==> src/rtl/riscv_pkg.sv <==
// Shared decode-side types and constants for the integer pipeline.
package riscv_pkg;

    typedef enum logic [1:0] {
        A_RS1  = 2'd0,
        A_PC   = 2'd1,
        A_ZERO = 2'd2
    } a_sel_e;

    typedef enum logic {
        B_RS2 = 1'b0,
        B_IMM = 1'b1
    } b_sel_e;

    localparam logic [4:0] REG_ZERO = 5'd0;

    localparam logic [3:0] ADD  = 4'd0;
    localparam logic [3:0] SUB  = 4'd1;
    localparam logic [3:0] AND  = 4'd2;
    localparam logic [3:0] OR   = 4'd3;
    localparam logic [3:0] XOR  = 4'd4;
    localparam logic [3:0] SLL  = 4'd5;
    localparam logic [3:0] SRL  = 4'd6;
    localparam logic [3:0] SLTU = 4'd7;
    localparam logic [3:0] SRA  = 4'd8;
    localparam logic [3:0] SLT  = 4'd9;

endpackage

==> src/rtl/fwd_unit.sv <==
// Per-source forwarding mux: MEM beats WB beats register data; x0 never forwards.
module fwd_unit
    import riscv_pkg::*;
#(
    parameter int XLEN = 32
) (
    input  logic [4:0]      rs_addr,
    input  logic [XLEN-1:0] rs_data,
    input  logic [4:0]      mem_rd_addr,
    input  logic            mem_reg_write,
    input  logic            mem_is_load,
    input  logic [XLEN-1:0] mem_result,
    input  logic [4:0]      wb_rd_addr,
    input  logic            wb_reg_write,
    input  logic [XLEN-1:0] wb_result,
    output logic [XLEN-1:0] fwd_data,
    output logic            hit
);

    always_comb begin
        fwd_data = rs_data;
        hit      = 1'b0;
        // A load in MEM has no value yet; the hazard logic stalls instead.
        if (mem_reg_write && (mem_rd_addr == rs_addr) && (rs_addr != REG_ZERO) && !mem_is_load) begin
            fwd_data = mem_result;
            hit      = 1'b1;
        end else if (wb_reg_write && (wb_rd_addr == rs_addr) && (rs_addr != REG_ZERO)) begin
            fwd_data = wb_result;
            hit      = 1'b1;
        end
    end

endmodule

==> src/rtl/ex_operand_stage.sv <==
// ID/EX pipeline register with MEM/WB forwarding, load-use detection and ALU operand muxing.
module ex_operand_stage
    import riscv_pkg::*;
#(
    parameter int XLEN       = 32,
    parameter int ALU_CTRL_W = 4
) (
    input  logic                  clk,
    input  logic                  rst,
    input  logic                  id_valid,
    output logic                  id_ready,
    input  logic [XLEN-1:0]       id_pc,
    input  logic [XLEN-1:0]       id_rs1_data,
    input  logic [XLEN-1:0]       id_rs2_data,
    input  logic [XLEN-1:0]       id_imm,
    input  logic [4:0]            id_rs1_addr,
    input  logic [4:0]            id_rs2_addr,
    input  logic [4:0]            id_rd_addr,
    input  logic [1:0]            id_a_sel,
    input  logic                  id_b_sel,
    input  logic [ALU_CTRL_W-1:0] id_alu_control,
    input  logic                  id_reg_write,
    input  logic                  flush,
    input  logic [4:0]            mem_rd_addr,
    input  logic                  mem_reg_write,
    input  logic                  mem_is_load,
    input  logic [XLEN-1:0]       mem_result,
    input  logic [4:0]            wb_rd_addr,
    input  logic                  wb_reg_write,
    input  logic [XLEN-1:0]       wb_result,
    input  logic                  ex_ready,
    output logic                  ex_valid,
    output logic [ALU_CTRL_W-1:0] ALUcontrol,
    output logic [XLEN-1:0]       srcA,
    output logic [XLEN-1:0]       srcB,
    output logic [XLEN-1:0]       ex_store_data,
    output logic [XLEN-1:0]       ex_pc,
    output logic [4:0]            ex_rd_addr,
    output logic                  ex_reg_write,
    output logic                  load_use_stall
);

    logic                  occ;
    logic [XLEN-1:0]       pc_q, rs1_data_q, rs2_data_q, imm_q;
    logic [4:0]            rs1_addr_q, rs2_addr_q, rd_addr_q;
    logic [1:0]            a_sel_q;
    logic                  b_sel_q;
    logic [ALU_CTRL_W-1:0] alu_q;
    logic                  reg_write_q;

    logic [XLEN-1:0]       fwd_rs1, fwd_rs2;
    logic                  hit_rs1, hit_rs2;
    logic                  rs1_used, hz, advance, capture;

    fwd_unit #(.XLEN(XLEN)) u_fwd_rs1 (
        .rs_addr       (rs1_addr_q),
        .rs_data       (rs1_data_q),
        .mem_rd_addr   (mem_rd_addr),
        .mem_reg_write (mem_reg_write),
        .mem_is_load   (mem_is_load),
        .mem_result    (mem_result),
        .wb_rd_addr    (wb_rd_addr),
        .wb_reg_write  (wb_reg_write),
        .wb_result     (wb_result),
        .fwd_data      (fwd_rs1),
        .hit           (hit_rs1)
    );

    fwd_unit #(.XLEN(XLEN)) u_fwd_rs2 (
        .rs_addr       (rs2_addr_q),
        .rs_data       (rs2_data_q),
        .mem_rd_addr   (mem_rd_addr),
        .mem_reg_write (mem_reg_write),
        .mem_is_load   (mem_is_load),
        .mem_result    (mem_result),
        .wb_rd_addr    (wb_rd_addr),
        .wb_reg_write  (wb_reg_write),
        .wb_result     (wb_result),
        .fwd_data      (fwd_rs2),
        .hit           (hit_rs2)
    );

    // rs2 always counts as a source because stores consume it as data.
    assign rs1_used = (a_sel_q == A_RS1);
    assign hz = occ & mem_is_load & mem_reg_write & (mem_rd_addr != REG_ZERO) &
                (((mem_rd_addr == rs1_addr_q) & rs1_used) | (mem_rd_addr == rs2_addr_q));

    assign load_use_stall = hz;
    assign ex_valid       = occ & ~hz;
    assign advance        = ex_valid & ex_ready;
    assign id_ready       = ~flush & (~occ | advance);
    assign capture        = id_valid & id_ready;

    always_ff @(posedge clk or posedge rst) begin
        if (rst) begin
            occ         <= 1'b0;
            pc_q        <= '0;
            rs1_data_q  <= '0;
            rs2_data_q  <= '0;
            imm_q       <= '0;
            rs1_addr_q  <= '0;
            rs2_addr_q  <= '0;
            rd_addr_q   <= '0;
            a_sel_q     <= '0;
            b_sel_q     <= 1'b0;
            alu_q       <= '0;
            reg_write_q <= 1'b0;
        end else if (flush) begin
            occ <= 1'b0;
        end else if (capture) begin
            occ         <= 1'b1;
            pc_q        <= id_pc;
            rs1_data_q  <= id_rs1_data;
            rs2_data_q  <= id_rs2_data;
            imm_q       <= id_imm;
            rs1_addr_q  <= id_rs1_addr;
            rs2_addr_q  <= id_rs2_addr;
            rd_addr_q   <= id_rd_addr;
            a_sel_q     <= id_a_sel;
            b_sel_q     <= id_b_sel;
            alu_q       <= id_alu_control;
            reg_write_q <= id_reg_write;
        end else if (advance) begin
            occ <= 1'b0;
        end else if (occ) begin
            // Absorb forwarded values while held so a retiring WB write is not lost.
            if (hit_rs1) rs1_data_q <= fwd_rs1;
            if (hit_rs2) rs2_data_q <= fwd_rs2;
        end
    end

    always_comb begin
        case (a_sel_q)
            A_RS1:   srcA = fwd_rs1;
            A_PC:    srcA = pc_q;
            default: srcA = '0;
        endcase
    end

    assign srcB          = (b_sel_q == B_IMM) ? imm_q : fwd_rs2;
    assign ex_store_data = fwd_rs2;
    assign ALUcontrol    = alu_q;
    assign ex_pc         = pc_q;
    assign ex_rd_addr    = rd_addr_q;
    assign ex_reg_write  = reg_write_q & ex_valid;

endmodule

==> config.mk <==
export PLATFORM = sky130hd
export DESIGN_NAME = ex_operand_stage
export DESIGN_NICKNAME = d
export VERILOG_FILES = /design/src/rtl/riscv_pkg.sv /design/src/rtl/fwd_unit.sv /design/src/rtl/ex_operand_stage.sv
export SDC_FILE = /design/constraint.sdc
export NUM_CORES = 1
export LEC_CHECK = 0
export ABC_AREA = 1
export ABC_CLOCK_PERIOD_IN_PS = 4000
export BUFFER_PORTS_ARGS = -buffer_cell sky130_fd_sc_hd__buf_2
export CAP_MARGIN = 20
export CORE_UTILIZATION = 45
export DETAILED_ROUTE_END_ITERATION = 6
export GPL_ROUTABILITY_DRIVEN = 0
export PLACE_DENSITY = 0.89
export SLEW_MARGIN = 20
export SYNTH_ARGS = -nofsm -noshare
export SYNTH_HDL_FRONTEND = slang
export SYNTH_SLANG_ARGS = --single-unit
==> constraint.sdc <==
create_clock -name clk -period 4 [get_ports clk]
set_input_delay 0.2 -clock clk [delete_from_list [all_inputs] [get_ports clk]]
set_output_delay 0.2 -clock clk [all_outputs]
set_load 0.02 [all_outputs]
## Word-level counts from Yosys, hierarchy flattened

Index checks and enable logic that the tools add are counted.

- Bits in registers: 152

- Equal/unequal tests: 6
- Reductions and logical operators: 22
- Muxes and demuxes: 21
- Bitwise operators: 15

Operator list:

| operator | count |
|---|---|
| $mux 32 | 13 |
| $pmux 32 s2 | 1 |
| $eq 5x5->1 | 4 |
| $reduce_bool 5->1 | 3 |
| $and 1x1->1 | 10 |
| $logic_and 1x1->1 | 10 |
| $reduce_and 4->1 | 2 |
| $mux 1 | 7 |
| $reduce_bool 2->1 | 3 |
| $not 1->1 | 3 |
| $reduce_bool 3->1 | 1 |
| $eq 2x1->1 const B | 1 |
| $logic_not 2->1 | 1 |
| $ne 2x1->1 const B | 1 |
| $or 1x1->1 | 2 |
| $reduce_and 2->1 | 1 |
| $logic_not 1->1 | 1 |

## Longest topological paths before layout

Gate-level depths: netlist (run 1).

- Word-level depth: 12
- Depth in mapped cells: 15

## Cells and area by module

From an unflattened synthesis (run 1), not the netlist that was laid out.

- Cell total of the unflattened synthesis: 1664
- Area total of the unflattened synthesis: 10752.8 um^2

By module, submodules not included:

| module | seq. area each (um^2) | cells each | area an instance (um^2) | times used |
|---|---|---|---|---|
| ex_operand_stage | 3803.6 | 1068 | 7920.1 | 1 |
| fwd_unit | 0.0 | 298 | 1416.4 | 2 |

## Worst setup path before layout (run 1)

OpenSTA, ideal clock, no wires.

- Kind: register to output
- Start point: register rs2_addr_q[1]
- End point: output srcB[10]
- Data required time: 3.800 ns
- Stages on the path, launching flop included: 10
- Arrival: 1.917 ns
- Slack: 1.883 ns
- Cells stage by stage: dfrtp_1 xnor2_1 nand2_1 nor2_1 nand4_1 buf_2 buf_1 o21ai_1 nand2_1 o21ai_0

- Cells in the longest elaborated chain, start to end: 6
- Elaborated cells on any way between the ends: 11
- Classes of those cells: eq/ne (2); mux (3); reduce/logical (6)

Ends and longest elaborated chain:

| element | RTL line | RTL |
|---|---|---|
| from (decl) | ex_operand_stage.sv:45 | `logic [4:0] rs1_addr_q, rs2_addr_q, rd_addr_q;` |
| from (signal assigned) | ex_operand_stage.sv:117 | `rs2_addr_q <= id_rs2_addr;` |
| $eq 5x5->1, on equally long branches | fwd_unit.sv:27, fwd_unit.sv:24 |  |
| $logic_and 1x1->1, on equally long branches (2 in a row) | fwd_unit.sv:27, fwd_unit.sv:24 |  |
| $mux 32 / $logic_and 1x1->1 (equally long branches) | fwd_unit.sv:27, fwd_unit.sv:24 |  |
| $mux 32 (*) | fwd_unit.sv:24 | `if (mem_reg_write && (mem_rd_addr == rs_addr) && (rs_addr != REG_ZERO) && !mem_is_load) begin` |
| named net ex_store_data[10] | ex_operand_stage.sv:36 | `output logic [XLEN-1:0] ex_store_data,` |
| $mux 32 (*) | ex_operand_stage.sv:140 | `assign srcB = (b_sel_q == B_IMM) ? imm_q : fwd_rs2;` |
| to (decl) | ex_operand_stage.sv:35 | `output logic [XLEN-1:0] srcB,` |

The timed path passes the listed nets; every way through them passes the cells marked *.

## Final worst setup path (run 1)

- Start point: register rs2_addr_q[3]
- End point: output srcB[29]

- Cells in the longest elaborated chain, start to end: 6
- Elaborated cells on any way between the ends: 11
- Classes of those cells: eq/ne (2); mux (3); reduce/logical (6)

Ends and longest elaborated chain:

| element | RTL line |
|---|---|
| $eq 5x5->1, on equally long branches | fwd_unit.sv:27, fwd_unit.sv:24 |
| $logic_and 1x1->1, on equally long branches (2 in a row) | fwd_unit.sv:27, fwd_unit.sv:24 |
| $mux 32 / $logic_and 1x1->1 (equally long branches) | fwd_unit.sv:27, fwd_unit.sv:24 |
| $mux 32 (*) | fwd_unit.sv:24 |
| $mux 32 (*) | ex_operand_stage.sv:140 |

Every way passes the cells marked *; elsewhere a longest branch is shown, timed or not.

==> key figures, run 1 <==
GRT
  • Pin count of the biggest net entering global routing: 81
  • Total GRT Usage: 32.1%
  • Remaining Overflow, GRT: 0
  • Initial antenna violation count: 1
  • First-pass GRT wire length: 55.2 mm
  • Vias in the first global route: roughly 11,000

Routing
  • Routed wire length: between 30 and 40 mm
  • Drt via density: 5.40
  • 1st-iter DRT viols: 925
  • Routed vias: 11,500
  • Per-cell routed wire length: 16.9 µm
  • 1st-pass router iterations: 6
  • Post-route ant nets: 0
  • DRC: 0

Power
  • Switching Fraction: 39.7%
  • Clk pwr share: approximately 29%
  • Cell internal pwr: 3.67 mW
  • Pwr per Cell Area: 483 mW/mm²
  • Leakage: 7.57 nW
  • Sequential share of power: 33.2%
  • Peak VDD IR: 0.000267 V
  • Comb pwr share: a little under two fifths
  • Switching power: around 2.4 mW

STA
  • # setup viols final: 0
  • Crit path time final: 3.34 ns
  • Max-slew violations: 0
  • Worst hold slack: 0.0130 ns
  • Slew of the pin with the lowest slew margin: around 0.96 ns
  • RSZ-0062 raised after global routing: false
  • Max_slew headroom: 35.9%
  • Final worst-path cycle share: 83.5%
  • Clock Skew: 0.0204 ns
  • Final worst slack: 0.660 ns
  • Final Hold Violating Endpoints: 0
  • Peak Freq: 299 MHz
  • Total Neg Setup Slack: 0 ns

Die
  • Die width: 150 µm
  • DIE AREA: ~0.022 mm²
  • IO Pins: 374
  • Vert. Die Dim: 150 µm
  • Initial Util: 46.4%
  • # rows: 53
  • Core footprint: 0.0212 mm²

Clocking
  • H-tree levels: 4
  • Clk buf depth: 2
  • Clk root buf: clkbuf_16
  • Worst skew pair latency: ~0.43 ns
  • CTS resizes: 0
  • TritonCTS clock tree: yes
  • CTS Buf Count: 17
  • Clock transition at path regs: 0.08 ns
  • Clk sinks: around 150

Logic synthesis
  • Mapped Nets: 1,758
  • Top-area cell type share of the netlist area: 38.6%
  • Top post-synthesis cells by area: dfrtp_1, nand2_1, inv_1
  • Mapped Area: 0.00985 mm²
  • Mapped Cells: around 1,500
  • Cell taking the most area after synthesis: dfrtp_1
  • Post-synthesis register bit count: ~150
  • Syn avg cell area: 6.46 µm²
  • Cell variety after synth: 30
  • Sequential element share of the synthesized area: 38.6%
  • Ys Warns: 0

Setup path
  • CP required: around 3.8 ns
  • Critical Path AT: 3.14 ns
  • Most common cell on crit path: nand2_1
  • Critical path's top delay family: simple AND/OR/NAND/NOR gates
  • Setup CP Type: flop to primary output
  • CP Cell Sequence: nor2_1 -> nand4_1 -> nand4_1 -> inv_1 -> nand2_1 -> buf_4 -> nand2_1 -> nand3_1 -> o21ai_1 -> nand2_1 -> o21ai_0 -> buf_2
  • CP Launch Type: flop
  • WP buf/inv: 3
  • Slowest Stage Delay on Critical Path: 0.60 ns
  • Nature of the critical path endpoint: primary output
  • Reg2reg setup slack: 0.94 ns
  • Max FO, Critical Path: 17
  • CP max stage cell: nand2_1

Flow run
  • Max cap viols: 0

Status
  • Status: complete, no violations

Cells and area
  • Most common cell after layout, fill and taps aside: nand2_1
  • Commonest cells after routing, fill and taps aside: nand2_1, buf_2, inv_1
  • Synth-to-Final Area Change: 28.0%
  • Layout Cells excl Fill: 2,139
  • Layout cell share with drive strength beyond 1: 24.1%
  • Post-layout net count: 2,084

Placed design
  • Placed cells: ~2,100
  • Port bufs: ~370
  • DP Worst Slack: around 0.99 ns
  • HPWL after DPL: 24.8 mm

Hold path
  • Worst min path class: primary input to flop
final timing paths:
| path | startpoint | end | cells past startpoint |
|---|---|---|---|
| setup / recovery | rs2_addr_q[3] | srcB[29] | 12 |
| hold / removal | id_rs1_addr[4] | rs1_addr_q[4] | 3 |
| setup reg to reg | rs1_addr_q[2] | rs1_data_q[14] | 10 |
| hold reg to reg | rs1_data_q[15] | rs1_data_q[15] | 2 |
| max in group asynchronous | rst | rs2_data_q[16] | 4 |
| min in group asynchronous | rst | rs1_data_q[9] | 3 |
cells in the mapped netlist:
cell type	n
nand2_1	630
inv_1	188
dfrtp_1	152
nand3_1	138
nand4_1	70
nor2_1	63
a21oi_1	48
clkbuf_1	40
o21ai_0	40
buf_2	32
o21ai_1	30
a22o_1	27
buf_4	22
buf_1	9
inv_2	7
nand2_2	5
xor2_1	5
xnor2_1	4
nor2_2	2
nor2_4	2
nor3_1	2
a21oi_2	1
a21oi_4	1
and2_1	1
and3_1	1
nand2_4	1
nand2b_1	1
nand3_4	1
nor3_2	1
or2_0	1
metrics by stage:
step / area, µm² / total power [mW] / util [%]
after floorplan: 9850 / 3.52 / -
after global placement: 11800 / 4.25 / 55.5
after detailed placement: 11800 / 4.30 / 55.5
after CTS: 12600 / 6.10 / 59.4
after global routing: 12600 / 6.46 / 59.4
final: 12600 / 6.09 / 59.4
metal layers:
layer	part of all wire, %	GRT usage [%]
met3	9.6	7.32
met5	0	0
met1	38	37.1
met2	49	55.8
met4	3.5	15.3
flip-flops by register name, summed over array words and instances (netlist names), 2 cells and up:
signal and flops:
ex_pc 32, imm_q 32, rs1_data_q 32, rs2_data_q 32
ex_rd_addr 5, rs1_addr_q 5, rs2_addr_q 5, ALUcontrol 4
a_sel_q 2
layout make-up:
| type | count | area (µm²) |
|---|---|---|
| clock inverter | 13 | 191 |
| multi-input combinational | 1075 | 4840 |
| fill | 1944 | 8620 |
| antenna | 1 | 2.50 |
| tap | 275 | 344 |
| inverter | 195 | 736 |
| sequential | 152 | 3800 |
| timing repair buffer | 410 | 2250 |
| clock buffer | 18 | 439 |
what timing repair did:
item	4_1_cts	5_1_grt
hold endpoints to repair	49	0
hold buffers	20	0
setup buffers	0	0
cells by family (layout without fill, tap and decap cells):
logic type             Yosys count  count (layout)  share of synthesized area (%)
flip-flops                     152             152                           38.6
AO/OA/AOI/OAI                  147             147                           8.65
XOR/XNOR                         9               9                          0.801
other                            0               1                              0
AND/OR/NAND/NOR                919             919                           39.3
buffers and inverters          298             636                           12.6
power by group through the flow:
stage,logic (mW),registers (mW),clock network (mW)
after floorplan,1.45,2.07,0
after global placement,2.22,2.03,0
after detailed placement,2.27,2.04,0
after CTS,2.29,2.01,1.80
after global routing,2.55,2.05,1.86
final,2.31,2.02,1.76
worst min-delay path: stages:
cell	delay (ns)
buf_2	0.08
nand3_1	0.07
nand2_1	0.06
No activity file was read; power rests on OpenSTA's default activity.
==> run 2: changes to the inputs <==
Settings changed: ABC_AREA 1 to 0, ABC_CLOCK_PERIOD_IN_PS 4000 to 2900, CORE_UTILIZATION 45 to 46, PLACE_DENSITY 0.89 to 0.9.
Clock period 4 ns to 2.9 ns, I/O delays scaled along.
==> key figures, run 2 <==
Routing
  • Drt via density: 6.06
  • Per-cell routed wire length: 23.5 µm
  • DRC: 0
  • Routed wire length: between 40 and 50 mm
  • Routed vias: 10,800
  • 1st-iter DRT viols: 1,142
  • Post-route ant nets: 0
  • 1st-pass router iterations: 5

STA
  • Peak Freq: 331 MHz
  • Max_slew headroom: approximately half
  • Worst hold slack: 0.113 ns
  • Crit path time final: 3.02 ns
  • Total Neg Setup Slack: -1.46 ns
  • RSZ-0062 raised after global routing: true
  • Final worst slack: -0.121 ns
  • Final worst-path cycle share: 104%
  • Final Hold Violating Endpoints: 0
  • Max-slew violations: 0
  • Clock Skew: 0.0128 ns
  • Slew of the pin with the lowest slew margin: 0.747 ns
  • # setup viols final: 42

Power
  • Pwr Total: around 9.1 mW
  • Leakage: ~7.1 nW
  • Cell internal pwr: 5.50 mW
  • Pwr per Cell Area: just over 600 mW/mm²
  • Peak VDD IR: between 0.0004 and 0.0005 V
  • Sequential share of power: 30.7%
  • Switching Fraction: 39.2%
  • Clk pwr share: 24.7%
  • Comb pwr share: between 40% and 50%
  • Switching power: about 3.6 mW

Setup path
  • Critical Path AT: 2.88 ns
  • CP Launch Type: flop
  • FF-to-FF path depth: 8
  • CP Capture Point: srcB[18]
  • CP required: 2.76 ns
  • Max FO, Critical Path: 16
  • Setup CP Type: flop to primary output
  • Crit Reg-Reg Endpoint: imm_q[29]
  • Reg2reg setup slack: around 0.22 ns
  • Crit. Startpoint: rs2_addr_q[0]
  • Nature of the critical path endpoint: primary output
  • Reg-to-reg startpoint: rs1_addr_q[2]

Logic synthesis
  • Most common cell in the netlist: dfrtp_1
  • Mapped Cells: 1,036
  • Cell variety after synth: 45
  • Post-synthesis register bit count: 152
  • Mapped Nets: about 1,300
  • Sequential element share of the synthesized area: 38.2%
  • Largest family of logic cells by synthesized area: multiplexers
  • Adder-cell area share of the yosys netlist: 0%
  • Top post-synthesis cells by area: dfrtp_1, mux2_2, mux2i_1
  • Syn avg cell area: 9.62 µm²
  • Top-area cell type share of the netlist area: between 30% and 40%
  • Post-Synth Simple-Gate Area: between 10% and 20%
  • Compound-cell area share of the yosys netlist: 13.7%
  • Cell taking the most area after synthesis: dfrtp_1
  • Number of synthesized flops with an enable pin: 0
  • Ys Warns: 0
  • Multiplexer area fraction after synthesis: between 20% and 30%
  • Mapped Area: 0.00996 mm²
  • Commonest cells post-synth: dfrtp_1, inv_1, mux2i_1
  • Main flop type after synthesis: dfrtp_1
  • XOR/XNOR share of the synthesized area: around 1.8%
  • Synth async-reset ratio: 100%

GRT
  • First-pass GRT wire length: 58.3 mm
  • Pin count of the biggest net entering global routing: slightly below 80
  • Initial antenna violation count: 9
  • Vias in the first global route: 10,300
  • Total GRT Usage: about a third
  • Remaining Overflow, GRT: 0

Clocking
  • CTS Buf Count: 17
  • Clk sinks: 152
  • Worst skew pair latency: around 0.43 ns
  • Clk buf depth: 2
  • Clk root buf: clkbuf_16
  • Clock transition at path regs: 0.07 ns
  • TritonCTS clock tree: yes
  • H-tree levels: 4

Cells and area
  • Layout cell share with drive strength beyond 1: 44.4%
  • FILL cells: 1,520
  • Post-layout net count: 1,719
  • Most common cell after layout, fill and taps aside: buf_2
  • Layout Cells excl Fill: 1,783
  • Final Util: between 60% and 70%
  • Commonest cells after routing, fill and taps aside: buf_2, dfrtp_1, inv_1
  • Synth-to-Final Area Change: 46.0%
  • Design Area, Final: 0.0145 mm²

Placed design
  • HPWL after DPL: approximately 25 mm
  • Port bufs: 373
  • DP Area: between 0.01 and 0.015 mm²
  • Placed cells: 1,616
  • DP Worst Slack: 0.285 ns

Flow run
  • Max cap viols: 0

Hold path
  • Hold path depth: 4
  • Worst min path class: primary input to flop

Die
  • IO Pins: 374
  • Initial Util: roughly 47%
  • Core footprint: 0.0212 mm²
  • DIE AREA: roughly 0.022 mm²
  • # rows: 53
  • Vert. Die Dim: 149 µm
  • Die width: 149 µm

Status
  • Failing checks: setup timing
  • Status: complete, but fails checks
run 2: worst min-delay path by stage:
stage / start / to
floorplan: flush / occ
global placement: rst / rs1_addr_q[1]
finish: ex_ready / occ
global route: ex_ready / occ
CTS: ex_ready / occ
detailed placement: rst / rs1_addr_q[3]
run 2: power by group through the flow:
stage | registers, mW | logic (mW) | clock network (mW)
3_3_place_gp | 2.76 | 3.16 | 0
4_1_cts | 2.75 | 3.50 | 2.25
3_5_place_dp | 2.79 | 3.24 | 0
2_1_floorplan | 2.84 | 2.06 | 0
6_report | 2.78 | 4.04 | 2.24
5_1_grt | 2.82 | 4.25 | 2.35
run 2: layout make-up:
cell class | instances | area, µm² | area share [%]
Tap cell | 275 | 344 | 2.36
Antenna cell | 9 | 22.5 | 0.155
Sequential cell | 152 | 3810 | 26.2
Clock buffer | 19 | 443 | 3.04
Clock inverter | 13 | 135 | 0.929
Timing Repair Buffer | 526 | 3640 | 25.0
Inverter | 99 | 375 | 2.58
Multi-Input combinational cell | 690 | 5780 | 39.7
run 2: metal layers:
layer / GRT usage, % / vias up / part of all wire [%]
met1: 43.9 / 5116 / 38
met2: 53.4 / 870 / 46
met5: 0 / - / 0.024
met3: 7.52 / 219 / 10
li1: - / 4592 / -
met4: 20.9 / 2 / 5.9
run 2: critical path, stage by stage, from the launching register on:
cell,delay (ns)
dfrtp_2,0.46
xnor2_1,0.54
o211ai_4,0.19
or2_4,0.33
clkbuf_16,0.21
a31oi_1,0.32
mux2_4,0.23
buf_2,0.16
run 2: cell families (layout without fill, tap and decap cells):
kind of cell	Yosys count	in the layout
AO/OA/AOI/OAI	207	207
AND/OR/NAND/NOR	247	247
XOR/XNOR	21	21
multiplexers	215	215
flip-flops	152	152
buffers and inverters	194	657
other	0	9
run 2: what timing repair did:
action | 4_1_cts | 5_1_grt
endpoints found under the hold margin | 240 | 0
setup buffers | 7 | 20
pin swaps | 13 | 40
resized for setup | 25 | 124
hold buffers | 89 | 0
setup endpoints to repair | 47 | 65
gates cloned | 4 | 6
==> run 3: changes to the inputs <==
Settings changed: SKIP_LAST_GASP set to 1.
==> key figures, run 3 (synthesis results as in run 2) <==
Status
  • Status: complete, but fails checks
  • Failing checks: setup timing

Cells and area
  • Layout cell share with drive strength beyond 1: 44.3%
  • Most common cell after layout, fill and taps aside: buf_2
  • Commonest cells after routing, fill and taps aside: buf_2, dfrtp_1, inv_1
  • Synth-to-Final Area Change: 45.7%
  • FILL cells: 1,526
  • Final Util: between 60% and 70%
  • Area taken by multi-input logic gates: 0.00573 mm²
  • Post-layout net count: 1,720
  • Layout Cells excl Fill: 1,785
  • Design Area, Final: between 0.01 and 0.015 mm²
  • FF+latch area: roughly 0.0038 mm²

STA
  • Total Neg Setup Slack: -2.15 ns
  • Max_slew headroom: between 50% and 60%
  • Final Hold Violating Endpoints: 0
  • Final worst-path cycle share: 104%
  • Peak Freq: 330 MHz
  • Clock Skew: 0.0126 ns
  • Crit path time final: 3.03 ns
  • # setup viols final: 43
  • Max-slew violations: 0
  • Slew of the pin with the lowest slew margin: 0.744 ns
  • Worst hold slack: 0.113 ns
  • Final worst slack: -0.129 ns
  • RSZ-0062 raised after global routing: true

Flow run
  • Max cap viols: 0

GRT
  • Total GRT Usage: 34.5%
  • Remaining Overflow, GRT: 0
  • Pin count of the biggest net entering global routing: 78
  • Initial antenna violation count: 9
  • Vias in the first global route: 10,300
  • First-pass GRT wire length: 58.4 mm

Die
  • IO Pins: approximately 370
  • Initial Util: 47.1%
  • Core footprint: 0.0212 mm²
  • # rows: 53
  • DIE AREA: around 0.022 mm²
  • Die width: 149 µm
  • Vert. Die Dim: 149 µm

Routing
  • DRC: 0
  • Post-route ant nets: 0
  • Routed vias: 10,800
  • Drt via density: 6.06
  • 1st-iter DRT viols: 1,344
  • Routed wire length: 41.8 mm
  • 1st-pass router iterations: 6
  • Per-cell routed wire length: around 23 µm

Placed design
  • HPWL after DPL: roughly 25 mm
  • DP Area: 0.0121 mm²
  • Placed cells: 1,616
  • Port bufs: 373

Clocking
  • Clk sinks: 152
  • CTS Buf Count: 17
  • TritonCTS clock tree: yes
  • Worst skew pair latency: 0.44 ns
  • Clk root buf: clkbuf_16
  • Clock transition at path regs: 0.07 ns
  • Clk buf depth: 2
  • H-tree levels: 4

Power
  • Leakage: 7.09 nW
  • Pwr per Cell Area: 624 mW/mm²
  • Peak VDD IR: 0.000399 V

Setup path
  • Nature of the critical path endpoint: primary output
  • Slowest Stage Delay on Critical Path: 0.52 ns
  • Setup CP Type: flop to primary output
  • Critical Path AT: 2.88 ns
  • CP max stage cell: or4_4
  • CP Launch Type: flop
  • Critical path's top delay family: simple AND/OR/NAND/NOR gates
  • CP Cell Sequence: or4_4 -> o211ai_1 -> buf_4 -> bufbuf_16 -> o21ai_0 -> a31oi_1 -> mux2i_1 -> nor2_1 -> buf_4
  • Max FO, Critical Path: 5
  • Reg-to-reg startpoint: rs1_addr_q[2]
  • Most common cell on crit path: buf_4
  • WP buf/inv: 3
  • CP required: 2.76 ns
  • Crit. Startpoint: rs1_addr_q[3]

Hold path
  • Worst min path class: primary input to flop
  • Worst Hold Launch: ex_ready
## run 3: cell types whose count changed in the layout (fill, tap and decap cells not counted), moves of 2 or more
cell	change
a31oi_2	+3
a31oi_4	-4
o21ai_0	+2
o21ai_1	-3
## run 3: path summary, 6_finish.rpt
check,to,slack [ns],cells after the start
setup / recovery,srcA[15],-0.13,9
hold / removal,occ,0.11,4
setup reg to reg,imm_q[29],0.21,8
hold reg to reg,ex_rd_addr[4],0.51,1
max in group asynchronous,rs2_data_q[14],2.03,4
min in group asynchronous,reg_write_q,0.45,4
## run 3: worst register-to-register path, stage by stage (launching register included)
cell and delay, ns:
dfrtp_1 0.43, buf_4 0.16, xnor2_1 0.15, nand4_1 0.26, o22a_1 0.30, o21ba_4 0.31, nand3_4 0.14, buf_4 0.41
mux2_2 0.41
## run 3: area by class of cell
class                      count  share of cell area [%]
timing repair buffer         527                    25.2
clock buffer                  19                    3.05
tap                          275                    2.37
sequential                   152                    26.3
clock inverter                13                   0.931
inverter                      99                    2.59
multi-input combinational    690                    39.5
antenna                       10                   0.172
## run 3: report_power, final
part | switching (mW) | internal, mW
combinational | 2.27 | 1.75
sequential | 0.274 | 2.51
clock | 1.02 | 1.23
## run 3: through the flow
| stage | setup slack, ns | total power [mW] |
|---|---|---|
| global route | -0.194 | 9.40 |
| finish | -0.129 | 9.05 |
| global placement | 0.334 | 5.92 |
| floorplan | 0.406 | 4.90 |
| detailed placement | 0.285 | 6.02 |
| CTS | -0.00536 | 8.50 |
## run 3: per-layer routing
layer  GRT usage [%]  part of all wire [%]
met4            20.9                   6.5
met1            44.0                    38
met2            53.4                    46
met3            7.52                   9.8
met5               0                     0
## run 3: what timing repair did
| action | in CTS | in global routing |
|---|---|---|
| setup buffers | 7 | 21 |
| gates cloned | 4 | 6 |
| hold endpoints to repair | 240 | 0 |
| hold buffers | 89 | 0 |
| endpoints found under the setup margin | 47 | 65 |
| resized for setup | 25 | 117 |
| pin swaps | 12 | 39 |
